**src/rtl/fsqrt_pkg.sv**
```systemverilog
// Shared types, constants and helpers for the iterative binary32 square root.
//
// Contents:
//   state_t          FSM states (IDLE, ITER, ROUND, DONE)
//   QNAN_DEF         canonical quiet NaN for invalid operations
//   EXP_BIAS         binary32 exponent bias
//   ROOT_W / RAD_W   root and radicand widths of the digit recurrence
//   REM_W            partial remainder width (holds up to 2*root+1 plus two shifted-in bits)
//   is_special()     operand bypasses the recurrence (zero/subnormal, negative, inf, NaN)
//   special_result() {invalid, result} for a special operand
package fsqrt_pkg;

  typedef enum logic [1:0] {
    IDLE  = 2'd0,
    ITER  = 2'd1,
    ROUND = 2'd2,
    DONE  = 2'd3
  } state_t;

  localparam logic [31:0] QNAN_DEF = 32'h7FC00000;
  localparam int          EXP_BIAS = 127;
  localparam int          ROOT_W   = 25;
  localparam int          RAD_W    = 50;
  localparam int          REM_W    = 28;

  function automatic logic is_special(input logic [31:0] x);
    return (x[30:23] == 8'h00) || (x[30:23] == 8'hFF) || x[31];
  endfunction

  // Priority matters: NaN first, then zero/subnormal (keeps the sign, so
  // -0 and negative subnormals are not invalid), then negative, then +inf.
  function automatic logic [32:0] special_result(input logic [31:0] x,
                                                 input logic [31:0] qnan);
    if (x[30:23] == 8'hFF && x[22:0] != 23'd0) return {1'b1, qnan};
    if (x[30:23] == 8'h00)                     return {1'b0, x[31], 31'd0};
    if (x[31])                                 return {1'b1, qnan};
    return {1'b0, x};
  endfunction

endpackage

```
**src/rtl/fsqrt_iter_if.sv**
```systemverilog
// Operand/result handshake bundle for fsqrt_iter.
//
// Signals:
//   in_valid/in_ready/op                       operand channel (issue logic -> sqrt)
//   out_valid/out_ready/result/flag_*          result channel  (sqrt -> consumer)
//
// Handshake: a transfer happens on a rising clock edge where valid && ready
// are both 1. The producer keeps valid and its payload stable until that edge;
// the consumer may drive ready freely and need not wait for valid.
//
// Modports: slave = the square-root unit, master = the driving logic.
interface fsqrt_iter_if;
  logic        in_valid;
  logic        in_ready;
  logic [31:0] op;
  logic        out_valid;
  logic        out_ready;
  logic [31:0] result;
  logic        flag_invalid;
  logic        flag_inexact;

  modport slave (
    input  in_valid, op, out_ready,
    output in_ready, out_valid, result, flag_invalid, flag_inexact
  );

  modport master (
    output in_valid, op, out_ready,
    input  in_ready, out_valid, result, flag_invalid, flag_inexact
  );
endinterface

```
**src/rtl/fsqrt_root_step.sv**
```systemverilog
// One radix-2 restoring square-root step (purely combinational).
//
// Ports:
//   rem_i   partial remainder before the step
//   root_i  partial root before the step
//   rad_i   next two radicand bits, MSB first
//   rem_o   partial remainder after the step
//   bit_o   new root bit (1 when the trial subtraction does not borrow)
module fsqrt_root_step
  import fsqrt_pkg::*;
#(
  parameter int REM_BITS  = REM_W,
  parameter int ROOT_BITS = ROOT_W
) (
  input  logic [REM_BITS-1:0]  rem_i,
  input  logic [ROOT_BITS-1:0] root_i,
  input  logic [1:0]           rad_i,
  output logic [REM_BITS-1:0]  rem_o,
  output logic                 bit_o
);
  logic [REM_BITS+1:0] shifted;
  logic [REM_BITS+1:0] trial;

  assign shifted = {rem_i, rad_i};
  assign trial   = {{(REM_BITS - ROOT_BITS){1'b0}}, root_i, 2'b01};

  // Full-width compare decides the bit; the difference itself always fits in
  // REM_BITS because a restored remainder never exceeds twice the root.
  assign bit_o = (shifted >= trial);
  assign rem_o = bit_o ? (shifted[REM_BITS-1:0] - trial[REM_BITS-1:0])
                       : shifted[REM_BITS-1:0];
endmodule

```
**src/rtl/fsqrt_iter.sv**
```systemverilog
// Multi-cycle IEEE-754 binary32 square root, round-to-nearest-even, DAZ/FTZ.
//
// Ports:
//   clk      rising-edge clock
//   reset    synchronous, active-high; discards any operation in flight
//   bus      fsqrt_iter_if.slave: operand and result valid/ready channels
//   state_o  current FSM state (debug visibility)
//
// Parameters:
//   BITS_PER_CYCLE  root bits per ITER cycle (1, 5 or 25)
//   QNAN            value returned for invalid operations
//
// Normal operands walk IDLE -> ITER (N_ITER cycles) -> ROUND -> DONE.
// Special operands are resolved at accept and spend one cycle in IDLE with
// in_ready low before moving to DONE, so they answer one edge after accept.
module fsqrt_iter
  import fsqrt_pkg::*;
#(
  parameter int          BITS_PER_CYCLE = 1,
  parameter logic [31:0] QNAN           = QNAN_DEF
) (
  input  logic        clk,
  input  logic        reset,
  fsqrt_iter_if.slave bus,
  output state_t      state_o
);
  localparam int N_ITER = ROOT_W / BITS_PER_CYCLE;
  localparam int CNT_W  = (N_ITER > 1) ? $clog2(N_ITER) : 1;

  if (!(BITS_PER_CYCLE == 1 || BITS_PER_CYCLE == 5 || BITS_PER_CYCLE == 25)) begin : g_bad_bpc
    $error("fsqrt_iter: BITS_PER_CYCLE must be 1, 5 or 25");
  end

  state_t             state_q, state_d;
  logic               pend_q, pend_d;    // special result waiting to be presented
  logic [RAD_W-1:0]   rad_q, rad_d;      // unconsumed radicand bits, MSB aligned
  logic [REM_W-1:0]   rem_q, rem_d;
  logic [ROOT_W-1:0]  root_q, root_d;
  logic [7:0]         er_q, er_d;
  logic [CNT_W-1:0]   cnt_q, cnt_d;
  logic [31:0]        res_q, res_d;
  logic               inv_q, inv_d;
  logic               inx_q, inx_d;

  // ---------------- recurrence chain ----------------
  logic [REM_W-1:0]  rem_c  [BITS_PER_CYCLE+1];
  logic [ROOT_W-1:0] root_c [BITS_PER_CYCLE+1];
  logic              bit_c  [BITS_PER_CYCLE];

  assign rem_c[0]  = rem_q;
  assign root_c[0] = root_q;

  for (genvar g = 0; g < BITS_PER_CYCLE; g++) begin : g_step
    fsqrt_root_step #(
      .REM_BITS (REM_W),
      .ROOT_BITS(ROOT_W)
    ) u_step (
      .rem_i (rem_c[g]),
      .root_i(root_c[g]),
      .rad_i (rad_q[RAD_W-1-2*g -: 2]),
      .rem_o (rem_c[g+1]),
      .bit_o (bit_c[g])
    );
    assign root_c[g+1] = {root_c[g][ROOT_W-2:0], bit_c[g]};
  end

  // ---------------- rounding ----------------
  logic        g_bit, s_bit, rnd_up;
  logic [23:0] mant_sum;
  logic [7:0]  er_fin;
  logic [8:0]  er_sum;

  assign g_bit    = root_q[0];
  assign s_bit    = |rem_q;
  assign rnd_up   = g_bit & (s_bit | root_q[1]);
  assign mant_sum = {1'b0, root_q[23:1]} + {23'd0, rnd_up};
  // Mantissa overflow renormalises to 1.0 x 2^(er+1): fraction bits become zero.
  assign er_fin   = er_q + {7'd0, mant_sum[23]};
  assign er_sum   = {1'b0, bus.op[30:23]} + 9'(EXP_BIAS);

  // ---------------- handshake ----------------
  logic accept;
  assign bus.in_ready     = (state_q == IDLE) && !pend_q && !reset;
  assign accept           = bus.in_valid && bus.in_ready;
  assign bus.out_valid    = (state_q == DONE);
  assign bus.result       = res_q;
  assign bus.flag_invalid = inv_q;
  assign bus.flag_inexact = inx_q;
  assign state_o          = state_q;

  // ---------------- FSM ----------------
  always_ff @(posedge clk) begin
    if (reset) begin
      state_q <= IDLE;
      pend_q  <= 1'b0;
      rad_q   <= '0;
      rem_q   <= '0;
      root_q  <= '0;
      er_q    <= '0;
      cnt_q   <= '0;
      res_q   <= '0;
      inv_q   <= 1'b0;
      inx_q   <= 1'b0;
    end else begin
      state_q <= state_d;
      pend_q  <= pend_d;
      rad_q   <= rad_d;
      rem_q   <= rem_d;
      root_q  <= root_d;
      er_q    <= er_d;
      cnt_q   <= cnt_d;
      res_q   <= res_d;
      inv_q   <= inv_d;
      inx_q   <= inx_d;
    end
  end

  always_comb begin
    state_d = state_q;
    pend_d  = pend_q;
    rad_d   = rad_q;
    rem_d   = rem_q;
    root_d  = root_q;
    er_d    = er_q;
    cnt_d   = cnt_q;
    res_d   = res_q;
    inv_d   = inv_q;
    inx_d   = inx_q;
    case (state_q)
      IDLE: begin
        if (pend_q) begin
          pend_d  = 1'b0;
          state_d = DONE;
        end else if (accept) begin
          if (is_special(bus.op)) begin
            {inv_d, res_d} = special_result(bus.op, QNAN);
            inx_d          = 1'b0;
            pend_d         = 1'b1;
          end else begin
            // Odd biased exponent -> even true exponent: radicand in [1,2).
            // Even biased exponent: pre-multiply by 2 so the exponent halves exactly.
            rad_d   = bus.op[23] ? {2'b01, bus.op[22:0], 25'd0}
                                 : {1'b1,  bus.op[22:0], 26'd0};
            rem_d   = '0;
            root_d  = '0;
            er_d    = 8'(er_sum >> 1);
            cnt_d   = '0;
            state_d = ITER;
          end
        end
      end
      ITER: begin
        rem_d  = rem_c[BITS_PER_CYCLE];
        root_d = root_c[BITS_PER_CYCLE];
        rad_d  = rad_q << (2 * BITS_PER_CYCLE);
        cnt_d  = cnt_q + CNT_W'(1);
        if (cnt_q == CNT_W'(N_ITER - 1)) state_d = ROUND;
      end
      ROUND: begin
        res_d   = {1'b0, er_fin, mant_sum[22:0]};
        inv_d   = 1'b0;
        inx_d   = g_bit | s_bit;
        state_d = DONE;
      end
      DONE: begin
        if (bus.out_ready) state_d = IDLE;
      end
      default: state_d = IDLE;
    endcase
  end

endmodule

```
**src/flat_wrapper.sv**
```systemverilog
// flat-port wrapper written by rule: the top's interface ports become plain ports
module fsqrt_iter_flat import fsqrt_pkg::*;
#(
  parameter int          BITS_PER_CYCLE = 1,
  parameter logic [31:0] QNAN           = QNAN_DEF
)
  (clk, reset, state_o, bus_in_valid, bus_op, bus_out_ready, bus_in_ready, bus_out_valid, bus_result, bus_flag_invalid, bus_flag_inexact);
  fsqrt_iter_if bus_i ();
  input  logic clk;
  input  logic reset;
  output state_t state_o;
  input wire logic [$bits(bus_i.in_valid)-1:0] bus_in_valid;
  input wire logic [$bits(bus_i.op)-1:0] bus_op;
  input wire logic [$bits(bus_i.out_ready)-1:0] bus_out_ready;
  output wire logic [$bits(bus_i.in_ready)-1:0] bus_in_ready;
  output wire logic [$bits(bus_i.out_valid)-1:0] bus_out_valid;
  output wire logic [$bits(bus_i.result)-1:0] bus_result;
  output wire logic [$bits(bus_i.flag_invalid)-1:0] bus_flag_invalid;
  output wire logic [$bits(bus_i.flag_inexact)-1:0] bus_flag_inexact;
  assign bus_i.in_valid = bus_in_valid;
  assign bus_i.op = bus_op;
  assign bus_i.out_ready = bus_out_ready;
  assign bus_in_ready = bus_i.in_ready;
  assign bus_out_valid = bus_i.out_valid;
  assign bus_result = bus_i.result;
  assign bus_flag_invalid = bus_i.flag_invalid;
  assign bus_flag_inexact = bus_i.flag_inexact;
  fsqrt_iter #(.BITS_PER_CYCLE(BITS_PER_CYCLE), .QNAN(QNAN)) u_core (.clk(clk), .reset(reset), .bus(bus_i), .state_o(state_o));
endmodule
```
**config.mk**
```make
export PLATFORM = sky130hd
export DESIGN_NAME = fsqrt_iter_flat
export DESIGN_NICKNAME = d
export VERILOG_FILES = /design/src/rtl/fsqrt_pkg.sv /design/src/rtl/fsqrt_iter_if.sv /design/src/rtl/fsqrt_root_step.sv /design/src/rtl/fsqrt_iter.sv /design/src/flat_wrapper.sv
export SDC_FILE = /design/constraint.sdc
export NUM_CORES = 1
export LEC_CHECK = 0
export ABC_CLOCK_PERIOD_IN_PS = 3100
export BUFFER_PORTS_ARGS = -buffer_cell sky130_fd_sc_hd__clkbuf_2
export CAP_MARGIN = 40
export CORE_MARGIN = 2
export CORE_UTILIZATION = 30
export DETAILED_ROUTE_END_ITERATION = 10
export GPL_TIMING_DRIVEN = 1
export MAX_ROUTING_LAYER = met4
export PLACE_DENSITY = 0.48
export SYNTH_ARGS = -nofsm -noshare
export SYNTH_HDL_FRONTEND = slang
export SYNTH_SLANG_ARGS = --single-unit
```
**constraint.sdc**
```tcl
create_clock -name clk -period 3.1 [get_ports clk]
set_input_delay 0.62 -clock clk [delete_from_list [all_inputs] [get_ports clk]]
set_output_delay 0.62 -clock clk [all_outputs]
set_load 0.005 [all_outputs]
```
==> results.yml, run 1 <==
status:
  outcome: "complete, no violations"
placement:
  hpwl_um: 17250
  gp_congestion: 0.8682
  dpl-instance-area_um2: 8725
  placed_cells: 1364
  io_buffers: 73
  dpl_worst_slack_ns: 0.02157
clock_tree:
  cts_tree: "yes"
  cts.sinks: 128
  clkLatencyLatePin_ns: 0.43
  cts-root-buf: "clkbuf_16"
  clkSlewWorstSetupHoldPaths_ns: 0.06
  htreeDepth: 4
  clockBufferDepth: 2
  cts_buffers: 17
sta:
  period_share_pct: 95.41
  whs_ns: 0.4480
  setup_viol: 0
  hold_viol: 0
  slew_headroom_pct: 43.05
  timing.fmax_mhz: 338.1
  fin_ws_ns: 0.1421
  post-route-min-period_ns: 2.958
  rsz0062_at_grt: "yes"
  worst_pin_slew_ns: 0.8465
  finClkSkew_ns: 0.007202
  slew_viol_final: 0
route:
  routedWlPerCell_um: 16.81
  drt-total-wl_um: 23470
  antenna_left: 0
  via_count: 7290
  first_pass_iters: 5
  vias_per_cell: 5.222
  drcViolationCount: 0
  dr.first_iter.drc_count: 410
global_route:
  grt.total_usage_pct: 18.09
  grt_pass1_vias: 6986
  grt_overflow: 0
  grt_pass1_wl_um: 37580
  grt_max_degree: 57
  antenna_found_initial: 0
worst_setup_path:
  endpoint_kind: "flop"
  cp.arrival_ns: 3.32
  worstSetupStartpointType: "flop"
  critical_path_class: "reg -> reg"
  critical_path.top_delay_family: "compound AO/OA/AOI/OAI gates"
  cp.required_ns: 3.47
  worst_path_max_delay_cell: "ha_2"
  crit_buf_inv: 3
  critPathMaxFanout: 22
  critical-path-max-stage-delay_ns: 0.41
  cp_cell_sequence: "buf_4 > inv_1 > ha_2 > nand3_1 > a2111oi_4 > o311ai_1 > a31oi_4 > o21ai_2 > a21oi_4 > buf_12 > mux2i_1 > a22o_1"
floorplan:
  coreArea_um2: 25330
  die_y_um: 165.1
  die_x_um: 165.1
  rows: 58
  fp.dieArea_um2: 27250
  start_util_pct: 30.73
  ioPinCount: 74
logic_synthesis:
  synth-seq-cells: 128
  netlist_instances: 976
  yosysSeqAreaShare_pct: 32.92
  synth_edf_count: 0
  synthArstFlopShare_pct: 0
  synth_ff_type: "dfxtp_1"
  synth_nets: 1052
  synth_area_per_cell_um2: 7.975
  yosysTopAreaCell: "dfxtp_1"
  synth_top_area_share_pct: 32.92
  ys_types: 66
  synthTopCellsByArea: "dfxtp_1 (33%), ha_1 (6.4%), a21oi_1 (6.1%)"
  netlist_area_um2: 7784
  yosys-top-cells-count: "dfxtp_1 (128), nand2_1 (115), a21oi_1 (95)"
  synth_most_common_cell: "dfxtp_1"
  synth_warnings: 0
cells_and_area:
  drive_gt1_share_pct: 18.86
  syn_to_final_growth_pct: 21.11
  fin_area_um2: 9427
  final_nets: 1130
  final_cell_count_no_fill: 1396
  antenna_cells: 0
worst_hold_path:
  hold_path_class: "reg -> reg"
power:
  power_mw: 8.169
  p_leak_nw: 3.567
  cellPowerDensity_nw_per_um2: 866.6
  ir_drop_mv: 0.5367
job:
  drv_cap: 0
[cell families (layout without fill, tap and decap cells)]
kind of cell    Yosys count  in the layout  share of synthesized area, %
simple gates            340            340                         20.64
compound gates          258            258                         21.64
flops                   128            128                         32.92
buf+inv                 106            196                         5.529
xor+xnor                 57             57                         6.414
mux                      47             47                         6.430
fa+ha+maj                40             40                         6.430
[per-stage QoR]
stage	utilization [%]	setup TNS (ns)
final	37.22	0
after global placement	34.40	-0.1221
after detailed placement	34.45	0
after CTS	36.96	0
after floorplan	-	0
after global routing	37.22	-0.005402
[sequential cells by signal, summed over array words and instances (netlist names)]
| signal | cells |
|---|---|
| u_core.root_q | 25 |
| u_core.rad_q | 25 |
| u_core.rem_q | 28 |
| u_core.er_q | 8 |
| u_core.pend_q | 1 |
| u_core.state_o | 2 |
| u_core.bus.flag_invalid | 1 |
| u_core.bus.result | 32 |
| u_core.bus.flag_inexact | 1 |
| u_core.cnt_q | 5 |
[final cells by class]
type,count,area [um^2]
Multi-Input combinational cell,742,4870
Sequential cell,128,2562
Fill cell,2670,15900
Tap cell,330,412.9
Clock buffer,17,425.4
Clock inverter,14,209.0
Inverter,44,165.2
Timing Repair Buffer,121,782.0
[worst paths after layout]
path	startpoint	to	slack [ns]	depth (start not counted)
worst max-delay path	u_core.root_q[3]	u_core.rem_q[1]	0.14	12
worst min-delay path	u_core.rad_q[46]	u_core.rad_q[46]	0.45	2
worst max register to register	u_core.root_q[3]	u_core.rem_q[1]	0.14	12
worst min register to register	u_core.rad_q[46]	u_core.rad_q[46]	0.45	2
[power breakdown]
group / switching, mW / leakage (nW) / internal (mW) / total, mW
sequential: 0.113 / 1.04 / 1.79 / 1.90
combinational: 2.27 / 2.23 / 1.80 / 4.07
clock: 0.840 / 0.300 / 1.36 / 2.20
[worst reg2reg max path, delay by kind of cell (launching register included)]
family	cells	cell delay [ns]
AOI/OAI and AO/OA	6	1.29
adders and majority gates	1	0.41
buffers and inverters	3	0.44
DFF	1	0.33
muxes	1	0.25
and+or+nand+nor	1	0.20
[cell usage in the layout, fill, tap and decap left out, drive strengths merged, types with 4 or more instances in the layout]
cell,n
xor2,14
a32oi,25
mux2i,23
clkbuf,89
inv,47
dfxtp,128
nor4,18
nand4,15
clkinv,4
bufinv,4
o211ai,4
a31oi,7
nand2,115
a21o,12
o21ai,46
a211oi,18
mux2,24
ha,40
a221oi,15
nand3,55
a22oi,10
and3,12
and2,4
xnor2,43
nand2b,5
buf,49
nor2b,5
a21oi,97
nor3,30
nor2,69
[timing repair]
item / CTS / global route
hold buffers: 0 / 0
buffers inserted: 0 / 1
setup endpoints to repair: 1 / 29
pin swaps: 0 / 1
resized for setup: 1 / 9
[layer usage]
layer | part of all wire, % | global-route usage (%) | up-vias
met5 | 0 | - | -
met4 | 0.98 | 4.348 | 0
met3 | 3.3 | 3.247 | 15
met2 | 46 | 27.99 | 106
met1 | 49 | 24.52 | 3478
li1 | - | - | 3691
Power figures use the tool's default switching activity.
==> run 2, diff against run 1 <==
--- a/config.mk
+++ b/config.mk
@@ -5,7 +5,7 @@
 export SDC_FILE = /design/constraint.sdc
 export NUM_CORES = 1
 export LEC_CHECK = 0
-export ABC_CLOCK_PERIOD_IN_PS = 3100
+export ABC_CLOCK_PERIOD_IN_PS = 3600
 export BUFFER_PORTS_ARGS = -buffer_cell sky130_fd_sc_hd__clkbuf_2
 export CAP_MARGIN = 40
 export CORE_MARGIN = 2
@@ -13,7 +13,7 @@
 export DETAILED_ROUTE_END_ITERATION = 10
 export GPL_TIMING_DRIVEN = 1
 export MAX_ROUTING_LAYER = met4
-export PLACE_DENSITY = 0.48
+export PLACE_DENSITY = 0.46
 export SYNTH_ARGS = -nofsm -noshare
 export SYNTH_HDL_FRONTEND = slang
 export SYNTH_SLANG_ARGS = --single-unit
==> constraint.sdc (replaced) <==
create_clock -name clk -period 3.6 [get_ports clk]
set_input_delay 0.72 -clock clk [delete_from_list [all_inputs] [get_ports clk]]
set_output_delay 0.72 -clock clk [all_outputs]
set_load 0.02 [all_outputs]
==> run 2 against run 1 <==
Against the previous run:
- combinational power is 15% lower
- first-iteration DRC count rose by 14%
- total power decreased by 15%
- largest power group unchanged
- critical path depth increased by 2
- die area did not move
- global-route usage about the same
- final area fell by 2.8%
- highest routed layer unchanged
- critical endpoint is now u_core.bus.result[30]
==> results.yml, run 2 (synthesis results as in run 1) <==
worst_setup_path:
  crit_path_start: "u_core.root_q[3]"
  cp.required_ns: 3.97
  worstSetupStartpointType: "flop"
  critical_path_class: "reg -> reg"
  endpoint_kind: "flop"
  crit-reg2reg-launch: "u_core.root_q[3]"
  critPathMaxFanout: 7
  cp.arrival_ns: 3.49
  reg2reg_setup_slack_ns: 0.47
global_route:
  met3_usage_pct: 3.097
  grtUsageMet2_pct: 28.43
  busiest_layer: "met2"
  grt_overflow: 0
  antenna_found_initial: 0
  grt.total_usage_pct: 18.12
  grt_pass1_wl_um: 37830
  grt_max_degree: 54
  grt_pass1_vias: 7000
  use_met1_pct: 24.45
floorplan:
  die_x_um: 165.1
  ioPinCount: 74
  fp.dieArea_um2: 27250
  start_util_pct: 30.73
  rows: 58
  coreArea_um2: 25330
  die_y_um: 165.1
route:
  drcViolationCount: 0
  first_pass_iters: 5
  dr.first_iter.drc_count: 466
  antenna_left: 0
  via_count: 7192
  drt-total-wl_um: 23590
  routedWlPerCell_um: 17.17
  vias_per_cell: 5.234
power:
  ir_drop_mv: 0.5093
  p_leak_nw: 3.444
  power_mw: 6.916
  cellPowerDensity_nw_per_um2: 754.6
clock_tree:
  clkSlewWorstSetupHoldPaths_ns: 0.07
  cts.sinks: 128
  cts_tree: "yes"
  cts_setup_buffers: 0
  cts_buffers: 17
  cts_resized: 0
  htreeDepth: 4
  clockBufferDepth: 2
  hold_buffers: 0
  clkLatencyLatePin_ns: 0.42
  cts-root-buf: "clkbuf_16"
cells_and_area:
  layout_commonest_cell: "dfxtp_1"
  largest_reg_flops: 32
  final_nets: 1108
  antenna_cells: 0
  layout_common_cells: "dfxtp_1 (128), nand2_1 (115), a21oi_1 (94)"
  drive_gt1_share_pct: 16.57
  syn_to_final_growth_pct: 17.75
sta:
  timing.fmax_mhz: 319.7
  slew_viol_final: 0
  slew_headroom_pct: 47.48
  setup_viol: 0
  rsz0062_at_grt: "no"
  finClkSkew_ns: 0.009915
  hold_viol: 0
  worst_pin_slew_ns: 0.7848
  post-route-min-period_ns: 3.128
  tns_ns: 0
  period_share_pct: 86.88
job:
  drv_cap: 0
placement:
  hpwl_um: 17070
  gp_congestion: 0.8006
  io_buffers: 73
worst_hold_path:
  hold_path_class: "reg -> reg"
  hold_start: "u_core.rad_q[46]"
status:
  outcome: "complete, no violations"
==> run 2: cell count changes in the layout (fill, tap and decap cells not counted), sizes merged <==
cell,change
bufinv,-1
clkinv,+2
clkinvlp,-1
buf,-22
==> run 2: final cells by class <==
type | count | area [um^2]
fill | 2654 | 16160
clock buffer | 17 | 425.4
sequential | 128 | 2562
tap | 330 | 412.9
timing repair buffer | 99 | 604.3
inverter | 44 | 165.2
clock inverter | 14 | 185.2
multi-input combinational | 742 | 4810
==> run 2: metrics by stage <==
stage | worst slack [ns] | instances | hold slack [ns] | utilization, % | area, um^2
final | 0.4721 | 1374 | 0.4448 | 36.19 | 9165
after floorplan | 0.3163 | 976 | 0.4268 | - | 7784
after global routing | 0.1593 | 1374 | 0.4715 | 36.19 | 9165
after detailed placement | 0.4633 | 1343 | 0.4388 | 33.78 | 8554
after global placement | 0.5325 | 1341 | 0.4371 | 33.65 | 8523
after CTS | 0.4608 | 1374 | 0.4471 | 36.19 | 9165
==> run 2: path summary, 6_finish.rpt <==
kind,depth (start not counted),end
worst max register to register,14,u_core.bus.result[30]
worst min-delay path,2,u_core.rad_q[46]
worst max-delay path,14,u_core.bus.result[30]
worst min register to register,2,u_core.rad_q[46]
==> run 2: layer usage <==
layer  vias to the layer above  wire (um)
met5                         -          0
met4                         0        170
met3                        14        924
met2                       141      10880
met1                      3391      11610
li1                       3646          -
==> run 2: where the power goes <==
| group | switching (mW) | internal, mW | leakage, nW |
|---|---|---|---|
| logic | 1.99 | 1.46 | 2.12 |
| clock network | 0.727 | 1.10 | 0.293 |
| registers | 0.101 | 1.54 | 1.04 |
==> run 2: worst max-delay path: stages (launching register included) <==
cell and delay, ns:
dfxtp_1 0.45, nand4_1 0.22, or2_2 0.39, nor3_1 0.21
buf_4 0.17, nand2_1 0.05, nor3_1 0.26, ha_1 0.21
and3_1 0.19, and3_1 0.20, nand3_1 0.10, xor2_1 0.15
a221oi_1 0.32, a21oi_1 0.07, nor2_1 0.08
